**config.mk**
```make
export PLATFORM = sky130hd
export DESIGN_NAME = reg_array_ctrl
export DESIGN_NICKNAME = d
export VERILOG_FILES = /design/src/rtl/ccm_pkg.sv /design/src/rtl/reg_array_ctrl.sv
export SDC_FILE = /design/constraint.sdc
export NUM_CORES = 1
export LEC_CHECK = 0
export ABC_CLOCK_PERIOD_IN_PS = 3600
export BUFFER_PORTS_ARGS = -buffer_cell sky130_fd_sc_hd__buf_2
export CAP_MARGIN = 30
export CORE_MARGIN = 1.5
export CORE_UTILIZATION = 36
export CTS_CLUSTER_DIAMETER = 40
export DETAILED_ROUTE_END_ITERATION = 12
export PLACE_DENSITY = 0.64
export SYNTH_ARGS = -nofsm -noshare
export SYNTH_HDL_FRONTEND = slang
export SYNTH_SLANG_ARGS = --single-unit
```
**constraint.sdc**
```tcl
create_clock -name clk -period 3.6 [get_ports clk]
set_input_delay 0.36 -clock clk [delete_from_list [all_inputs] [get_ports clk]]
set_output_delay 0.36 -clock clk [all_outputs]
set_load 0.01 [all_outputs]
```
**src/rtl/ccm_pkg.sv**
```systemverilog
// Shared constants and FSM encoding for the line-delay controller around register_array.
package ccm_pkg;

  localparam int BIT_WIDTH    = 8;
  localparam int BUF_WIDTH    = 9;
  localparam int BUF_SIZE     = 257;
  localparam int SCRATCH_SLOT = 256;

  typedef enum logic [1:0] {
    ST_IDLE   = 2'd0,
    ST_FILL   = 2'd1,
    ST_STREAM = 2'd2
  } state_t;

endpackage

```
**src/rtl/reg_array_ctrl.sv**
```systemverilog
// One-line delay controller: pairs each pixel with the pixel ROW_LEN accepts earlier.
// Optional top-row zero padding is enabled by defining RA_CTRL_ZERO_PAD_EN.
//
// state     | meaning
// ST_IDLE   | no pixel of the current line stored yet
// ST_FILL   | first line being written, no vertical neighbour available
// ST_STREAM | full line stored, every accept yields a (cur, prev) pair
module reg_array_ctrl #(
  parameter int BIT_WIDTH = ccm_pkg::BIT_WIDTH,
  parameter int BUF_WIDTH = ccm_pkg::BUF_WIDTH,
  parameter int ROW_LEN   = 256
) (
  input  logic                 clk,
  input  logic                 rst_n,
  input  logic                 frame_start,
  input  logic                 in_valid,
  output logic                 in_ready,
  input  logic [BIT_WIDTH-1:0] in_data,
  output logic                 out_valid,
  input  logic                 out_ready,
  output logic [BIT_WIDTH-1:0] out_cur,
  output logic [BIT_WIDTH-1:0] out_prev,
  output logic [BUF_WIDTH-1:0] ra_wr_ptr,
  output logic [BUF_WIDTH-1:0] ra_rd_ptr,
  output logic [BIT_WIDTH-1:0] ra_data_in,
  input  logic [BIT_WIDTH-1:0] ra_data_out
);
  import ccm_pkg::*;

  localparam logic [BUF_WIDTH-1:0] LAST_SLOT = BUF_WIDTH'(ROW_LEN - 1);
  localparam logic [BUF_WIDTH-1:0] SCRATCH   = BUF_WIDTH'(SCRATCH_SLOT);

  state_t               state, state_nxt, eff_state;
  logic [BUF_WIDTH-1:0] wp, wp_nxt, slot;
  logic                 accept, emit, last_slot;
  logic [BIT_WIDTH-1:0] prev_nxt;

  assign in_ready = !out_valid || out_ready;
  assign accept   = in_valid && in_ready && rst_n;

  // frame_start takes effect before a coincident accept, so that accept lands in slot 0.
  always_comb begin
    eff_state = frame_start ? ST_IDLE : state;
    slot      = frame_start ? '0 : wp;
    last_slot = (slot == LAST_SLOT);
    state_nxt = eff_state;
    wp_nxt    = slot;
    if (accept) begin
      wp_nxt = last_slot ? '0 : slot + 1'b1;
      case (eff_state)
        ST_IDLE, ST_FILL: state_nxt = last_slot ? ST_STREAM : ST_FILL;
        default:          state_nxt = ST_STREAM;
      endcase
    end
  end

  always_comb begin
`ifdef RA_CTRL_ZERO_PAD_EN
    emit = accept;
`else
    emit = accept && (eff_state == ST_STREAM);
`endif
    prev_nxt   = (eff_state == ST_STREAM) ? ra_data_out : '0;
    ra_wr_ptr  = accept ? slot : SCRATCH;
    ra_rd_ptr  = slot;
    ra_data_in = accept ? in_data : '0;
  end

  always_ff @(posedge clk or negedge rst_n) begin
    if (!rst_n) begin
      state <= ST_IDLE;
      wp    <= '0;
    end else begin
      state <= state_nxt;
      wp    <= wp_nxt;
    end
  end

  always_ff @(posedge clk or negedge rst_n) begin
    if (!rst_n) begin
      out_valid <= 1'b0;
      out_cur   <= '0;
      out_prev  <= '0;
    end else if (emit) begin
      out_valid <= 1'b1;
      out_cur   <= in_data;
      out_prev  <= prev_nxt;
    end else if (out_ready) begin
      out_valid <= 1'b0;
    end
  end

endmodule

```
==> flow_metrics.tcl <==
set metrics [dict create \
    grt-ovfl-total 0 \
    grt_pass1_wl_um 5120 \
    antenna_cells 0 \
    initial_core_util 0.381 \
    max_cap_viol_count 0 \
    tns_ns 0 \
    routed_via_density 4.86 \
    synth.net_count 141 \
    hold_slack_ns 0.0239 \
    syn_inst 119 \
    startpoint_type "input pin" \
    drc 0 \
    dieArea_um2 4350 \
    min_path_type "input pin to asynchronous set/reset pin" \
    skew_ns 0.00720 \
    ys_ff_latch 28 \
    regToRegSetupSlack_ns 1.53 \
    outcome "finished, final reports clean" \
    fin_ws_ns 1.34 \
    io_buffers 64 \
    crit_fanout 20 \
    num_vias 1123 \
    drive_above_1_share 0.514 \
    syn_avg_cell_area_um2 12.0 \
    synthAdderAreaFrac 0.00877 \
    arrival_ns 1.90 \
    finalNetCount 207 \
    p_sw_w 0.000119 \
    cts_hold_buf 0 \
    grt_start_max_net_pins 21 \
    slew_violations 0 \
    cts-buffers-inserted 3 \
    place_ws_ns 1.10 \
    synth_compound_area_frac 0.0377 \
    post_cts_buffers 0 \
    setup_viol 0 \
    final_cell_mix "buf_2 (64), dfrtp_1 (28), and2_1 (13)" \
    power_frac_comb 0.088 \
    power_density_nw_per_um2 290 \
    crit_type "input pin to primary output" \
    switching_share 0.224 \
    cts_tree "built" \
    grt_pass1_vias 1079 \
    row_count 22 \
    dpl.hpwl_um 2410 \
    worst_pin_slew_ns 0.913 \
    synth_top_family_by_area "simple AND/OR/NAND/NOR gates" \
    drt-total-wl_um 3070 \
    syn_to_final_growth_pct 28.3 \
    wl_per_cell_um 13.3 \
    synth-simple-area-share 0.248 \
    p_leak_nw 1.04 \
    cts.sinks 28 \
    rsz0062_at_grt "no" \
    hold_viol_final 0 \
    drt-initial-drc-count 62 \
    synth-xor-area-share 0.0246 \
    crit_required_ns 3.24 \
    power_frac_clock 0.309 \
    cts_buffer_depth 2 \
    clock_latency_ns 0.27 \
    dieHeight_um 65.9 \
    synthMuxAreaShare 0.150 \
    seq_power_share 0.603 \
    core_area_um2 3740 \
    max_slew_margin 0.389 \
    critPathCaptureType "primary output" \
    finalCritPeriodShare 0.629 \
    synth_seq_area_share 0.491 \
    syn-cell-area_um2 1430 \
    antenna_found_initial 0 \
    die_w_um 65.9 \
    gp_congestion 0.718 \
    cts-htree-levels 1 \
    ys_warn_count 0 \
    final_core_util 0.489 \
    final_common_cell "buf_2" \
    grtUsageTotal 0.156 \
    internal-power_w 0.000412 \
    clk_pin_slew_ns 0.09 \
    num-fill-cells 366 \
    ant_nets 0 \
    fmax_mhz 442 \
    cts-root-buf "clkbuf_8" \
    drtPass1Iterations 4 \
    vdd_drop_max_mv 0.223 \
    cts_resized 0 \
    boundaryPins 65 \
    synth_cell_types 34 \
    finalCriticalPeriod_ns 2.27 \
]
[per-layer routing]
layer / global-route usage / up-vias / routed length [um]
li1: - / 536 / -
met1: 0.192 / 549 / 1250
met2: 0.268 / 32 / 1640
met3: 0.0443 / 6 / 144
met4: 0.0434 / 0 / 35
met5: 0 / - / 0
[flip-flops by register name (all words and copies together), names as in the netlist]
register   flops
state          2
wp             9
out_cur        8
out_valid      1
out_prev       8
[logic make-up after synthesis]
group / count (synthesis)
simple gates: 50
flops: 28
mux: 16
buf+inv: 11
compound gates: 9
xor+xnor: 4
fa+ha+maj: 1
[synth_stat cells, drive strengths merged]
| library cell | n | area [um^2] |
|---|---|---|
| nand4b | 2 | 32.5 |
| nor3 | 4 | 31.3 |
| a31o | 1 | 8.76 |
| o22ai | 1 | 6.26 |
| mux2 | 16 | 214 |
| nand3 | 1 | 17.5 |
| a41oi | 1 | 8.76 |
| nand4 | 3 | 18.8 |
| clkinv | 1 | 5.00 |
| a21oi | 3 | 15.0 |
| nand3b | 2 | 15.0 |
| buf | 3 | 25.0 |
| clkbuf | 2 | 7.51 |
| xnor2 | 3 | 26.3 |
| and2 | 13 | 81.3 |
| inv | 5 | 18.8 |
| nand2b | 5 | 31.3 |
| dfrtp | 28 | 701 |
| or3 | 1 | 6.26 |
| o21ai | 3 | 15.0 |
| xor2 | 1 | 8.76 |
| nand2 | 5 | 18.8 |
| nor2b | 5 | 38.8 |
| and2b | 2 | 16.3 |
| or2 | 1 | 6.26 |
| nor2 | 5 | 18.8 |
| nor4 | 1 | 21.3 |
| ha | 1 | 12.5 |
[path summary, 6_finish.rpt]
check                                from            end  depth (start not counted)
setup / recovery                    rst_n  ra_data_in[6]                          6
hold / removal                      rst_n     out_cur[1]                          1
setup reg to reg                out_valid    out_prev[2]                          5
hold reg to reg               out_prev[3]    out_prev[3]                          1
max in group asynchronous           rst_n          wp[5]                          2
min in group clk           ra_data_out[0]    out_prev[0]                          2
[power groups by stage]
stage	Clock [W]	Combinational (W)	Sequential, W
after global placement	0	0.0000456	0.000326
after detailed placement	0	0.0000472	0.000326
final	0.000164	0.0000468	0.000320
after global routing	0.000189	0.0000534	0.000320
after floorplan	0	0.0000194	0.000326
after CTS	0.000171	0.0000472	0.000320
[stage by stage]
stage	instances	cell area, um^2	power [W]
floorplan	119	1430	0.000345
global placement	227	1780	0.000371
detailed placement	227	1780	0.000373
global route	231	1830	0.000562
finish	231	1830	0.000530
CTS	230	1820	0.000538
[worst max-delay path, cell delays in order]
cell and delay (ns):
buf_2 0.37, nand2_1 0.18, nor2_1 0.46, buf_4 0.27, and2_1 0.13, buf_2 0.13
[layout make-up]
type	instances	area (um^2)	share of cell area
clock buffer	3	41.3	0.0226
multi-input combinational	80	669	0.366
timing repair buffer	66	335	0.183
sequential	28	701	0.383
tap	48	60.1	0.0328
inverter	6	23.8	0.0130
Power figures use the tool's default switching activity.
